File: src/rtl/bus_resp_pkg.sv
// Shared types and constants for the bus register responder and its address decoder.
package bus_resp_pkg;

  typedef enum logic [1:0] {
    IDLE,
    WAIT,
    RESP
  } state_t;

  localparam int ADDR_LSB  = 2;
  localparam int ERR_CNT_W = 16;
  // Wide enough for index 64, the error-counter slot of a 64-register build.
  localparam int IDX_W     = 7;

  typedef struct packed {
    logic             ok;
    logic [IDX_W-1:0] index;
  } decode_t;

endpackage

File: src/rtl/bus_resp_decode.sv
// Combinational decode of a held bus address into a register index and an ok flag.
// With BUS_RESP_ERR_CNT_EN defined, index NUM_REGS (the error counter) is mapped.
module bus_resp_decode
  import bus_resp_pkg::*;
#(
  parameter int          NUM_REGS  = 8,
  parameter logic [31:0] BASE_ADDR = 32'h0000_0000
) (
  input  logic [31:0] addr,
  input  logic        rnw,
  output decode_t     dec
);

`ifdef BUS_RESP_ERR_CNT_EN
  localparam int LAST_IDX = NUM_REGS;
`else
  localparam int LAST_IDX = NUM_REGS - 1;
`endif

  logic [31:0]          offset;
  logic [31-ADDR_LSB:0] word;
  logic                 aligned;
  logic                 in_range;
  logic                 ro_write;

  // BASE_ADDR is aligned, so the offset's low bits equal addr's; an address
  // below BASE_ADDR wraps to a huge word index and falls out of range.
  always_comb begin
    offset   = addr - BASE_ADDR;
    word     = offset[31:ADDR_LSB];
    aligned  = (offset[ADDR_LSB-1:0] == '0);
    in_range = (word <= (32 - ADDR_LSB)'(LAST_IDX));
    ro_write = !rnw && (word == '0);
    dec.ok    = aligned && in_range && !ro_write;
    dec.index = word[IDX_W-1:0];
  end

endmodule

File: src/rtl/bus_reg_responder.sv
// Register-file responder on the valid/ready bus with configurable wait states.
// Optional feature macro: BUS_RESP_ERR_CNT_EN (saturating errored-access counter).
//
// Handshake: the initiator raises valid with addr/write_data/rnw stable and holds
// them until ready; ready is a one-cycle strobe that completes the transfer, and
// read_data/error are meaningful only in that cycle (0 otherwise).
module bus_reg_responder
  import bus_resp_pkg::*;
#(
  parameter int          NUM_REGS    = 8,
  parameter int          WAIT_STATES = 1,
  parameter logic [31:0] BASE_ADDR   = 32'h0000_0000,
  parameter logic [31:0] ID_VALUE    = 32'h0B05_0001
) (
  input  logic                     clk,
  input  logic                     reset,
  input  logic [31:0]              addr,
  input  logic [31:0]              write_data,
  input  logic                     rnw,
  input  logic                     valid,
  output logic                     ready,
  output logic [31:0]              read_data,
  output logic                     error,
  output logic [NUM_REGS*32-1:0]   reg_out
`ifdef BUS_RESP_ERR_CNT_EN
  ,
  output logic [ERR_CNT_W-1:0]     err_count
`endif
);

  state_t           state;
  logic [3:0]       wait_cnt;
  logic [31:0]      regs [NUM_REGS];
  decode_t          dec;
  logic             enter_resp;
  logic [31:0]      rd_mux;
  logic             wr_pend;
  logic [IDX_W-1:0] wr_index;
  logic [31:0]      wr_data;

`ifdef BUS_RESP_ERR_CNT_EN
  logic [ERR_CNT_W-1:0] err_cnt;
  assign err_count = err_cnt;
`endif

  bus_resp_decode #(
    .NUM_REGS  (NUM_REGS),
    .BASE_ADDR (BASE_ADDR)
  ) u_decode (
    .addr (addr),
    .rnw  (rnw),
    .dec  (dec)
  );

  always_comb begin
    rd_mux = '0;
    for (int i = 0; i < NUM_REGS; i++) begin
      if (dec.index == IDX_W'(i)) rd_mux = regs[i];
    end
`ifdef BUS_RESP_ERR_CNT_EN
    if (dec.index == IDX_W'(NUM_REGS)) rd_mux = {{(32-ERR_CNT_W){1'b0}}, err_cnt};
`endif
  end

  // The response is captured on the edge that moves into RESP, and only if the
  // initiator is still holding valid at that edge.
  assign enter_resp = valid &&
                      (((state == IDLE) && (WAIT_STATES == 0)) ||
                       ((state == WAIT) && (wait_cnt == 4'(WAIT_STATES - 1))));

  always_ff @(posedge clk or posedge reset) begin
    if (reset) begin
      state     <= IDLE;
      wait_cnt  <= '0;
      ready     <= 1'b0;
      read_data <= '0;
      error     <= 1'b0;
      wr_pend   <= 1'b0;
      wr_index  <= '0;
      wr_data   <= '0;
    end else begin
      case (state)
        IDLE: begin
          if (valid) begin
            state    <= (WAIT_STATES == 0) ? RESP : WAIT;
            wait_cnt <= '0;
          end
        end
        WAIT: begin
          if (!valid) begin
            state    <= IDLE;
            wait_cnt <= '0;
          end else if (enter_resp) begin
            state    <= RESP;
            wait_cnt <= '0;
          end else begin
            wait_cnt <= wait_cnt + 4'd1;
          end
        end
        RESP: begin
          state     <= IDLE;
          ready     <= 1'b0;
          read_data <= '0;
          error     <= 1'b0;
          wr_pend   <= 1'b0;
        end
        default: state <= IDLE;
      endcase

      if (enter_resp) begin
        ready     <= 1'b1;
        error     <= !dec.ok;
        read_data <= (rnw && dec.ok) ? rd_mux : '0;
        wr_pend   <= !rnw && dec.ok;
        wr_index  <= dec.index;
        wr_data   <= write_data;
      end
    end
  end

  // Register 0 is never written because the decoder rejects writes to it.
  always_ff @(posedge clk or posedge reset) begin
    if (reset) begin
      regs[0] <= ID_VALUE;
      for (int i = 1; i < NUM_REGS; i++) regs[i] <= '0;
    end else if ((state == RESP) && wr_pend) begin
      for (int i = 1; i < NUM_REGS; i++) begin
        if (wr_index == IDX_W'(i)) regs[i] <= wr_data;
      end
    end
  end

`ifdef BUS_RESP_ERR_CNT_EN
  always_ff @(posedge clk or posedge reset) begin
    if (reset) begin
      err_cnt <= '0;
    end else if (state == RESP) begin
      if (error) begin
        if (err_cnt != '1) err_cnt <= err_cnt + 1'b1;
      end else if (wr_pend && (wr_index == IDX_W'(NUM_REGS))) begin
        err_cnt <= '0;
      end
    end
  end
`endif

  for (genvar g = 0; g < NUM_REGS; g++) begin : g_reg_out
    assign reg_out[32*g +: 32] = regs[g];
  end

endmodule
File: config.mk
export PLATFORM = sky130hd
export DESIGN_NAME = bus_reg_responder
export DESIGN_NICKNAME = d
export VERILOG_FILES = /design/src/rtl/bus_resp_pkg.sv /design/src/rtl/bus_resp_decode.sv /design/src/rtl/bus_reg_responder.sv
export SDC_FILE = /design/constraint.sdc
export NUM_CORES = 1
export LEC_CHECK = 0
export ABC_CLOCK_PERIOD_IN_PS = 12550
export CAP_MARGIN = 10
export CORE_MARGIN = 2
export CORE_UTILIZATION = 49
export DETAILED_ROUTE_END_ITERATION = 16
export PLACE_DENSITY_LB_ADDON = 0.3
export SKIP_LAST_GASP = 1
export SLEW_MARGIN = 0
export SYNTH_ARGS = -nofsm -noshare
export SYNTH_HDL_FRONTEND = slang
export SYNTH_SLANG_ARGS = --single-unit
export TNS_END_PERCENT = 100
File: constraint.sdc
create_clock -name clk -period 12.55 [get_ports clk]
set_input_delay 2.51 -clock clk [delete_from_list [all_inputs] [get_ports clk]]
set_output_delay 2.51 -clock clk [all_outputs]
set_load 0.05 [all_outputs]
# After elaboration in Yosys (flattened, before gate mapping)
# Index checks and enable logic that the tools add are counted.
totals:
  regBits: 304
  in_bits: 68
  out_inout_bits: 290
  elab_cells: 85
classes:
  addsub: 1
  order_cmp: 1
  eq_ne: 18
  mux: 23
  reduce_logical: 27
ops:
  columns: ["operator", "count"]
  rows:
  - ["$mux 32", 11]
  - ["$eq 7x3->1 const B", 8]
  - ["$le 30x3->1 const B", 1]
  - ["$logic_not 30->1", 1]
  - ["$eq 7x2->1 const B", 4]
  - ["$reduce_and 2->1", 9]
  - ["$eq 7x1->1 const B", 2]
  - ["$mux 4", 3]
  - ["$logic_and 1x1->1", 8]
  - ["$pmux 4 s2", 1]
  - ["$logic_not 7->1", 1]
  - ["$mux 2", 3]
  - ["$add 4x1->4 const B", 1]
  - ["$logic_not 2->1", 2]
  - ["$logic_not 4->1", 1]
  - ["$mux 1", 4]
  - ["$pmux 2 s2", 1]
  - ["$reduce_bool 2->1", 2]
  - ["$logic_not 1->1", 3]
  - ["$ne 3x3->1 const B", 1]
  - ["$eq 2x1->1 const B", 1]
  - ["$eq 2x2->1 const B", 1]
  - ["$ne 2x2->1 const B", 1]

# Logic depth before layout (Yosys ltp)
# Gate-level depths: netlist (run 1).
logic_depth:
  depth_word: 11
  mapped_depth: 8
  ltp_nobuf: 6

# Hierarchy
# Synthesis (run 1) repeated with hierarchy kept, for this count alone.
hier_totals:
  cells_unflattened: 1173
  hier_area_um2: 14665.3
modules_own_cells:
  columns: ["mod", "n_inst", "cells_each", "area_per_inst_um2", "seq_area_each_um2"]
  rows:
  - ["bus_reg_responder", 1, 1153, 14533.9, 7607.3]
  - ["bus_resp_decode", 1, 20, 131.4, 0.0]

# Worst setup path before layout (run 1)
# OpenSTA, ideal clock, no wires.
synth_timing:
  kind: "input port to flip-flop"
  from: "input addr[2]"
  to: "register read_data[2]"
  setup_ps: 122
  arrival_time_ps: 3921
  required_time_ps: 12428
  setup_slack_ps: 8507
  cell_stages: 7
  path_buffers: 3
  cell_sequence: "buf_2 buf_2 buf_2 mux2i_1 o22ai_1 a221o_1 a32o_1"
synth_via:
  elab_chain_cells: 11
  word_cells_on_any_way: 25
  classes_between: "1 x order compare; 7 x eq/ne; 10 x mux; 7 x reduce/logical"
synth_lines:
  columns: ["element", "line_no", "rtl"]
  rows:
  - ["start: declaration", "bus_reg_responder.sv:17", "input logic [31:0] addr,"]
  - ["$logic_not 7->1", "bus_reg_responder.sv:58", "if (dec.index == IDX_W'(i)) rd_mux = regs[i];"]
  - ["$mux 32 (8 in series)", "bus_reg_responder.sv:58", null]
  - ["$mux 32 (*)", "bus_reg_responder.sv:113", "read_data <= (rnw && dec.ok) ? rd_mux : '0;"]
  - ["$mux 32 (*)", "bus_reg_responder.sv:110", "if (enter_resp) begin"]
  - ["end signal: assignment", "bus_reg_responder.sv:113", null]
  - ["end: declaration", "bus_reg_responder.sv:22", "output logic [31:0] read_data,"]
# Mark *: on every way between the ends. The rest lies on a longest branch, timed or not.
# A chain may end at the register's enable or synchronous reset.

# Worst setup path in the final report (run 1)
layout_timing:
  from: "input addr[4]"
  to: "register read_data[22]"
# The elaborated chain is that of the path after synthesis.

==> results of run 1 <==
power by group:
group / leakage [uW] / switching (uW) / internal [uW]
registers: 0.00418 / 66.6 / 1010
logic: 0.00386 / 115 / 60.1
clock network: 0.000525 / 375 / 577
total: 0.00857 / 557 / 1650
cells in the final DEF, fill, tap and decap left out, types with 32 or more instances in the layout:
| cell | synthesis | final |
|---|---|---|
| nor2_1 | 37 | 36 |
| clkdlybuf4s50_1 | 0 | 323 |
| conb_1 | 1 | 32 |
| dfrtp_1 | 304 | 304 |
| mux2_2 | 212 | 212 |
| o22ai_1 | 62 | 62 |
| nand2_1 | 124 | 124 |
cell type report:
cell class	count	area [um^2]	share of cell area
inverters	8	37.5	0.00207
well taps	378	473	0.0261
clock buffers	47	946	0.0522
flip-flops and latches	304	7610	0.420
repair buffers	341	3370	0.186
multi-input cells	691	5560	0.307
clock inverters	9	125	0.00691
state kept, by name, indices dropped and copies added (netlist names), 2 cells and up:
name	cells
reg_out	224
state	2
wr_data	32
read_data	32
wr_index	7
wait_cnt	4
worst max-delay path, stage by stage:
cell	delay, ns
buf_2	0.08
buf_4	0.71
nand4_1	1.18
buf_4	0.61
a2bb2oi_1	0.16
a32o_1	0.30
worst max-delay path by stage:
| stage | endpoint | start | cells after the start | slack [ns] |
|---|---|---|---|---|
| after floorplan | error | reset | 1 | 1.64 |
| after global placement | read_data[21] | addr[4] | 6 | 7.04 |
| after detailed placement | read_data[21] | addr[7] | 6 | 6.86 |
| after CTS | read_data[21] | addr[7] | 6 | 7.44 |
| after global routing | read_data[26] | addr[7] | 6 | 7.40 |
| final | read_data[22] | addr[4] | 6 | 7.41 |
cells by family after synthesis:
logic type	after synthesis
multiplexers	257
AO/OA/AOI/OAI	173
buffers and inverters	120
flip-flops	304
adder cells (fa/ha/maj)	2
AND/OR/NAND/NOR	227
other	1
through the flow:
step	power, uW	util
2_1_floorplan	1200	-
3_3_place_gp	1270	0.617
3_5_place_dp	1270	0.617
4_1_cts	2220	0.656
5_1_grt	2290	0.656
6_report	2210	0.656
routing by layer:
layer | vias up | routed length, um | global-route usage
li1 | 4487 | - | -
met1 | 5337 | 17100 | 0.371
met2 | 470 | 20400 | 0.476
met3 | 77 | 3390 | 0.0650
met4 | 0 | 1050 | 0.0766
met5 | - | 0 | 0
==> results.py, run 1 <==
metrics = {
    "synthesis": {
        "synth_compound_area_frac": 0.102,
        "synthTopCellsByCount": "dfrtp_1 (304), mux2_2 (212), nand2_1 (124)",
        "synth_edf_count": 0,
        "synth_cells": 1084,
        "post-synth-top-count-cell": "dfrtp_1",
        "ys_ff_latch": 304,
        "synth_adder_area_share": 0.00183,
        "yosysWarnings": 32,
        "ys_async_sr_fraction": 1.00,
        "syn_area_um2": 13700,
        "synth.distinct_cells": 48,
        "synthSimpleGateAreaFrac": 0.0798,
        "muxShareOfSynthArea": 0.211,
        "synth.avg_cell_area_um2": 12.6,
        "synth-seq-area-share": 0.556,
        "synth_area_leaders": "dfrtp_1 (56%), mux2_2 (17%), nand2_1 (3.4%)",
        "synth_xor_area_frac": 0,
        "synth_area_leader_cell": "dfrtp_1",
        "synth_top_area_share": 0.556,
        "synth_top_family_by_area": "multiplexers",
        "synth_flop_cell": "dfrtp_1",
    },
    "cells_and_area": {
        "finalInstanceArea_um2": 18100,
        "final_cells": 1778,
        "fin_nets": 1446,
        "nFillCells": 2134,
        "drive_gt1_frac": 0.240,
        "antenna-diode-count": 0,
        "synthToLayoutAreaGrowth_pct": 32.4,
    },
    "die": {
        "die_x_um": 171,
        "pin_count": 358,
        "rows": 61,
        "start_util": 0.495,
        "dieArea_um2": 29300,
        "core_um2": 27600,
        "die_h_um": 171,
    },
    "drt": {
        "finalWirelength_um": 41900,
        "final_antenna_net_count": 0,
        "dr.pass1.iters": 5,
        "drc": 0,
        "vias": 10400,
        "wl_per_cell_um": 23.6,
        "vias_per_cell": 5.83,
        "drtIter0Drc": 817,
    },
    "min_path": {
        "holdPathEnd": "read_data[8]",
        "min_path_type": "flop to flop",
        "worst_hold_startpoint": "read_data[8]",
        "hold_path_depth": 1,
    },
    "worst_setup_path": {
        "crit_fanout": 70,
        "start_kind": "input pin",
        "timing_worst_setup_path_type": "input pin to flop",
        "cp-end-kind": "flop",
        "cp.arrival_ns": 5.58,
        "cp.required_ns": 12.99,
        "r2r-end": "reg_out[108]",
        "reg2reg_depth": 4,
        "r2r_start": "wr_index[3]",
        "r2r_slack_ns": 9.87,
    },
    "sta": {
        "max_slew_margin": 0.150,
        "grt_setup_unrepaired": "no",
        "fin_skew_ns": 0.00730,
        "finalHoldViolCount": 0,
        "fin_crit_ns": 5.14,
        "slew_viol_final": 0,
        "tightest_slew_ns": 1.27,
        "whs_ns": 0.492,
        "setup_violations": 0,
        "fmax_ghz": 0.195,
        "fin_crit_sh": 0.410,
        "fin_ws_ns": 7.41,
        "setup_tns_ns": 0,
    },
    "global_routing": {
        "grt_max_degree": 122,
        "grt-ovfl-total": 0,
        "grt_use_total": 0.284,
        "antenna_found_initial": 0,
        "grt_pass1_vias": 10400,
        "grt_pass1_wl_um": 63200,
    },
    "clock_network": {
        "cts.sinks": 304,
        "cts_tree": "yes",
        "path_clk_slew_ns": 0.06,
        "cts_buffer_depth": 3,
        "cts_resized": 0,
        "cts_setup_buffers": 0,
        "hold_buffers": 0,
        "h-tree-depth": 1,
        "cts_buffers": 30,
        "clk_latency_ns": 0.55,
        "clockRootBuffer": "clkbuf_16",
    },
    "power": {
        "leakagePower_uw": 0.00857,
        "p_per_area_nw_per_um2": 122,
        "ir_worst_vdd_uv": 82.9,
    },
    "placement": {
        "place_hpwl_um": 25700,
        "place_congestion": 0.807,
        "place_area_um2": 17000,
        "port_buffers": 325,
        "dp_slack_ns": 6.86,
        "dp_cells": 1722,
    },
    "job": {
        "drv_cap": 0,
    },
    "status": {
        "status": "completed",
    },
}
Power figures use the tool's default switching activity.
==> inputs of run 2 (changes only) <==
Settings changed: ABC_CLOCK_PERIOD_IN_PS 12550 to 4900.
Clock period 12.55 ns to 4.9 ns, I/O delays scaled along.
==> results.py, run 2 (synthesis gave the netlist of run 1 again) <==
metrics = {
    "power": {
        "power_frac_clock": 0.436,
        "leakagePower_uw": 0.00862,
        "switchingPower_uw": 1460,
        "ir_worst_vdd_uv": 221,
        "intPower_uw": 4270,
        "p_seq_frac": 0.484,
        "combPwrFrac": 0.080,
        "switching_share": 0.255,
        "p_per_area_nw_per_um2": 314,
    },
    "status": {
        "status": "completed",
    },
    "sta": {
        "fin_ws_ns": 1.85,
        "setup_tns_ns": 0,
        "finalHoldViolCount": 0,
        "setup_violations": 0,
        "slew_viol_final": 0,
        "grt_setup_unrepaired": "no",
        "fin_skew_ns": 0.0112,
        "fin_crit_sh": 0.623,
        "tightest_slew_ns": 1.27,
        "fin_crit_ns": 3.05,
        "max_slew_margin": 0.144,
        "fmax_ghz": 0.328,
    },
    "cells_and_area": {
        "drive_gt1_frac": 0.241,
        "nFillCells": 2107,
        "antenna-diode-count": 0,
        "finalInstanceArea_um2": 18200,
        "largest_reg_flops": 224,
        "synthToLayoutAreaGrowth_pct": 33.2,
        "final_cell_mix": "clkdlybuf4s50_1 (323), dfrtp_1 (304), mux2_2 (212), nand2_1 (124), o22ai_1 (62)",
        "mostFrequentLayoutCell": "clkdlybuf4s50_1",
        "final_cells": 1785,
        "fin_nets": 1457,
    },
    "min_path": {
        "min_path_type": "flop to flop",
        "worst_hold_startpoint": "error",
        "hold_path_depth": 1,
        "holdPathEnd": "error",
    },
    "placement": {
        "place_hpwl_um": 26300,
        "dp_slack_ns": 1.43,
        "port_buffers": 325,
        "place_congestion": 0.827,
        "dp_cells": 1729,
        "place_area_um2": 17100,
    },
    "worst_setup_path": {
        "timing_worst_setup_path_type": "input pin to flop",
        "r2r_slack_ns": 1.89,
        "cp-end-kind": "flop",
        "start_kind": "input pin",
        "cp.arrival_ns": 3.44,
        "crit_fanout": 39,
        "r2r-end": "reg_out[111]",
        "reg2reg_depth": 4,
        "r2r_start": "wr_index[3]",
        "cp.required_ns": 5.29,
    },
    "clock_network": {
        "clk_latency_ns": 0.50,
        "clockRootBuffer": "clkbuf_16",
        "hold_buffers": 0,
        "cts_tree": "yes",
        "path_clk_slew_ns": 0.06,
        "h-tree-depth": 2,
        "cts_buffer_depth": 3,
        "cts.sinks": 304,
        "cts_setup_buffers": 0,
        "cts_buffers": 34,
        "cts_resized": 0,
    },
    "drt": {
        "dr.pass1.iters": 5,
        "vias": 10500,
        "final_antenna_net_count": 0,
        "drc": 0,
        "wl_per_cell_um": 23.3,
        "finalWirelength_um": 41600,
        "vias_per_cell": 5.86,
        "drtIter0Drc": 835,
    },
    "global_routing": {
        "grt-ovfl-total": 0,
        "grt_pass1_vias": 10700,
        "grt_pass1_wl_um": 63400,
        "grt_use_total": 0.285,
        "grt_max_degree": 94,
        "antenna_found_initial": 1,
    },
    "die": {
        "start_util": 0.495,
        "die_x_um": 171,
        "core_um2": 27600,
        "die_h_um": 171,
        "pin_count": 358,
        "rows": 61,
        "dieArea_um2": 29300,
    },
    "job": {
        "drv_cap": 0,
    },
}
[run 2: how the worst max path moves through the flow]
stage                     depth (start not counted)         from       endpoint
final                                             6      addr[3]  read_data[26]
after global routing                              6      addr[3]  read_data[26]
after CTS                                         4  wr_index[3]   reg_out[111]
after detailed placement                          6      addr[3]  read_data[26]
after global placement                            6      addr[3]  read_data[17]
after floorplan                                   1        reset          error
[run 2: per-layer routing]
layer,wire length [um],global-route usage
met1,16900,0.371
met5,13,0
met3,3230,0.0594
met2,20300,0.479
met4,1080,0.0892
[run 2: final cells by class]
class	count	area (um^2)	share of cell area
Clock inverter	4	47.5	0.00261
Clock buffer	52	1040	0.0572
Tap cell	378	473	0.0259
Timing Repair Buffer	348	3470	0.190
Multi-Input combinational cell	691	5560	0.305
Inverter	8	33.8	0.00185
Sequential cell	304	7610	0.417
[run 2: critical path, cell delays in order]
cell             delay (ns)
clkdlybuf4s50_1        0.73
nand2b_2               0.67
buf_12                 0.31
o22ai_1                0.11
a221o_1                0.31
a32o_1                 0.25
[run 2: metrics by stage]
stage	power [uW]	hold WS, ns	utilization
after floorplan	3080	0.474	-
after global placement	3250	0.475	0.620
after detailed placement	3270	0.475	0.620
after CTS	5760	0.491	0.660
after global routing	5930	0.524	0.660
final	5730	0.487	0.660
[run 2: power groups by stage]
stage               Combinational (uW)  Clock, uW  Sequential (uW)
floorplan                          313          0             2760
global placement                   447          0             2810
detailed placement                 457          0             2810
CTS                                458       2530             2770
global route                       504       2640             2790
finish                             458       2500             2770
==> inputs of run 3 (changes only) <==
Settings changed: ABC_CLOCK_PERIOD_IN_PS 4900 to 2500, CORE_UTILIZATION 49 to 44.
Clock period 4.9 ns to 2.5 ns, I/O delays scaled along.
==> results.py, run 3 (synthesis gave the netlist of run 1 again) <==
metrics = {
    "cells_and_area": {
        "antenna-diode-count": 0,
        "final_util": 0.610,
        "synthToLayoutAreaGrowth_pct": 36.5,
        "finalInstanceArea_um2": 18700,
        "largest_reg_flops": 224,
        "final_cell_mix": "clkdlybuf4s50_1 (323), dfrtp_1 (304), mux2_2 (212), nand2_1 (124), o22ai_1 (62)",
        "drive_gt1_frac": 0.260,
        "mostFrequentLayoutCell": "clkdlybuf4s50_1",
        "fin_nets": 1485,
    },
    "die": {
        "rows": 64,
        "start_util": 0.447,
        "core_um2": 30600,
        "dieArea_um2": 32500,
        "die_x_um": 180,
        "pin_count": 358,
        "die_h_um": 180,
    },
    "clock_network": {
        "cts_setup_buffers": 0,
        "cts_buffer_depth": 3,
        "cts.sinks": 304,
        "clockRootBuffer": "clkbuf_16",
        "cts_buffers": 31,
        "path_clk_slew_ns": 0.06,
        "cts_resized": 0,
        "clk_latency_ns": 0.57,
        "hold_buffers": 0,
        "cts_tree": "yes",
        "h-tree-depth": 1,
    },
    "worst_setup_path": {
        "cp.required_ns": 2.00,
        "max_stage_delay_ns": 0.90,
        "cpLargestDelayFamily": "buffers and inverters",
        "timing_worst_setup_path_type": "flop to output port",
        "worstSetupStartpoint": "reg_out[213]",
        "crit_fanout": 4,
        "cp-end-kind": "output port",
        "cp_num_buf_inv": 1,
        "cp.arrival_ns": 1.86,
        "crit_chain": "clkdlybuf4s50_1",
        "r2r_start": "wr_index[3]",
        "start_kind": "flop",
        "critPathSlowestCell": "clkdlybuf4s50_1",
    },
    "sta": {
        "fin_crit_sh": 0.945,
        "fin_crit_ns": 2.36,
        "finalHoldViolCount": 0,
        "setup_tns_ns": 0,
        "tightest_slew_ns": 0.606,
        "fmax_ghz": 0.423,
        "fin_skew_ns": 0.0197,
        "grt_setup_unrepaired": "no",
        "setup_violations": 0,
        "slew_viol_final": 0,
        "max_slew_margin": 0.595,
    },
    "global_routing": {
        "grt-ovfl-total": 0,
        "grt_max_degree": 85,
        "antenna_found_initial": 0,
        "grt_pass1_vias": 10800,
        "grt_use_total": 0.262,
        "grt_pass1_wl_um": 66000,
    },
    "drt": {
        "final_antenna_net_count": 0,
        "drc": 0,
        "drtIter0Drc": 738,
        "vias_per_cell": 5.63,
        "finalWirelength_um": 43100,
        "wl_per_cell_um": 23.5,
        "dr.pass1.iters": 5,
        "vias": 10300,
    },
    "power": {
        "leakagePower_uw": 0.00884,
        "p_per_area_nw_per_um2": 596,
        "ir_worst_vdd_uv": 500,
    },
    "job": {
        "drv_cap": 0,
    },
    "placement": {
        "place_congestion": 0.814,
        "place_area_um2": 17600,
        "place_hpwl_um": 28800,
        "port_buffers": 325,
    },
    "status": {
        "status": "completed",
    },
    "min_path": {
        "min_path_type": "input pin to asynchronous set/reset pin",
    },
}
[run 3: cell types whose count changed in the layout (fill, tap and decap cells not counted), sizes merged]
cell,previous run,this run
buf,25,56
clkbuf,52,40
clkinv,2,10
bufinv,1,4
clkinvlp,2,1
inv,7,8
[run 3: final timing paths]
path,slack [ns],end,depth (start not counted)
max in group asynchronous,1.45,reg_out[105],3
min in group clk,0.36,wr_index[0],3
max reg2reg,0.26,reg_out[140],5
max,0.14,reg_out[213],1
min,0.29,wait_cnt[1],2
min reg2reg,0.49,read_data[23],1
[run 3: per-layer routing]
layer / vias up / track usage / share of wire
met3: 89 / 0.0499 / 0.064
met4: 0 / 0.0777 / 0.027
met5: - / 0 / 0
li1: 4577 / - / -
met2: 421 / 0.452 / 0.50
met1: 5240 / 0.335 / 0.41
[run 3: stage by stage]
stage               worst slack (ns)  power, uW  hold slack [ns]  cells
floorplan                      -2.04       6030            0.474   1115
global placement            -0.00975       6450            0.482   1778
detailed placement           -0.0653       6470            0.484   1778
CTS                            0.128      11200            0.281   1833
global route                   0.102      11500            0.295   1833
finish                         0.137      11100            0.287   1833
[run 3: layout make-up]
type | instances | area (um^2)
Fill cell | 2473 | 11900
Sequential cell | 304 | 7610
Multi-Input combinational cell | 691 | 5560
Timing Repair Buffer | 379 | 3940
Clock buffer | 40 | 860
Tap cell | 396 | 495
Clock inverter | 15 | 179
Inverter | 8 | 33.8
[run 3: report_power, final]
part	switching (uW)	internal [uW]
logic	603	371
clock network	1910	2820
registers	337	5090
total	2850	8280
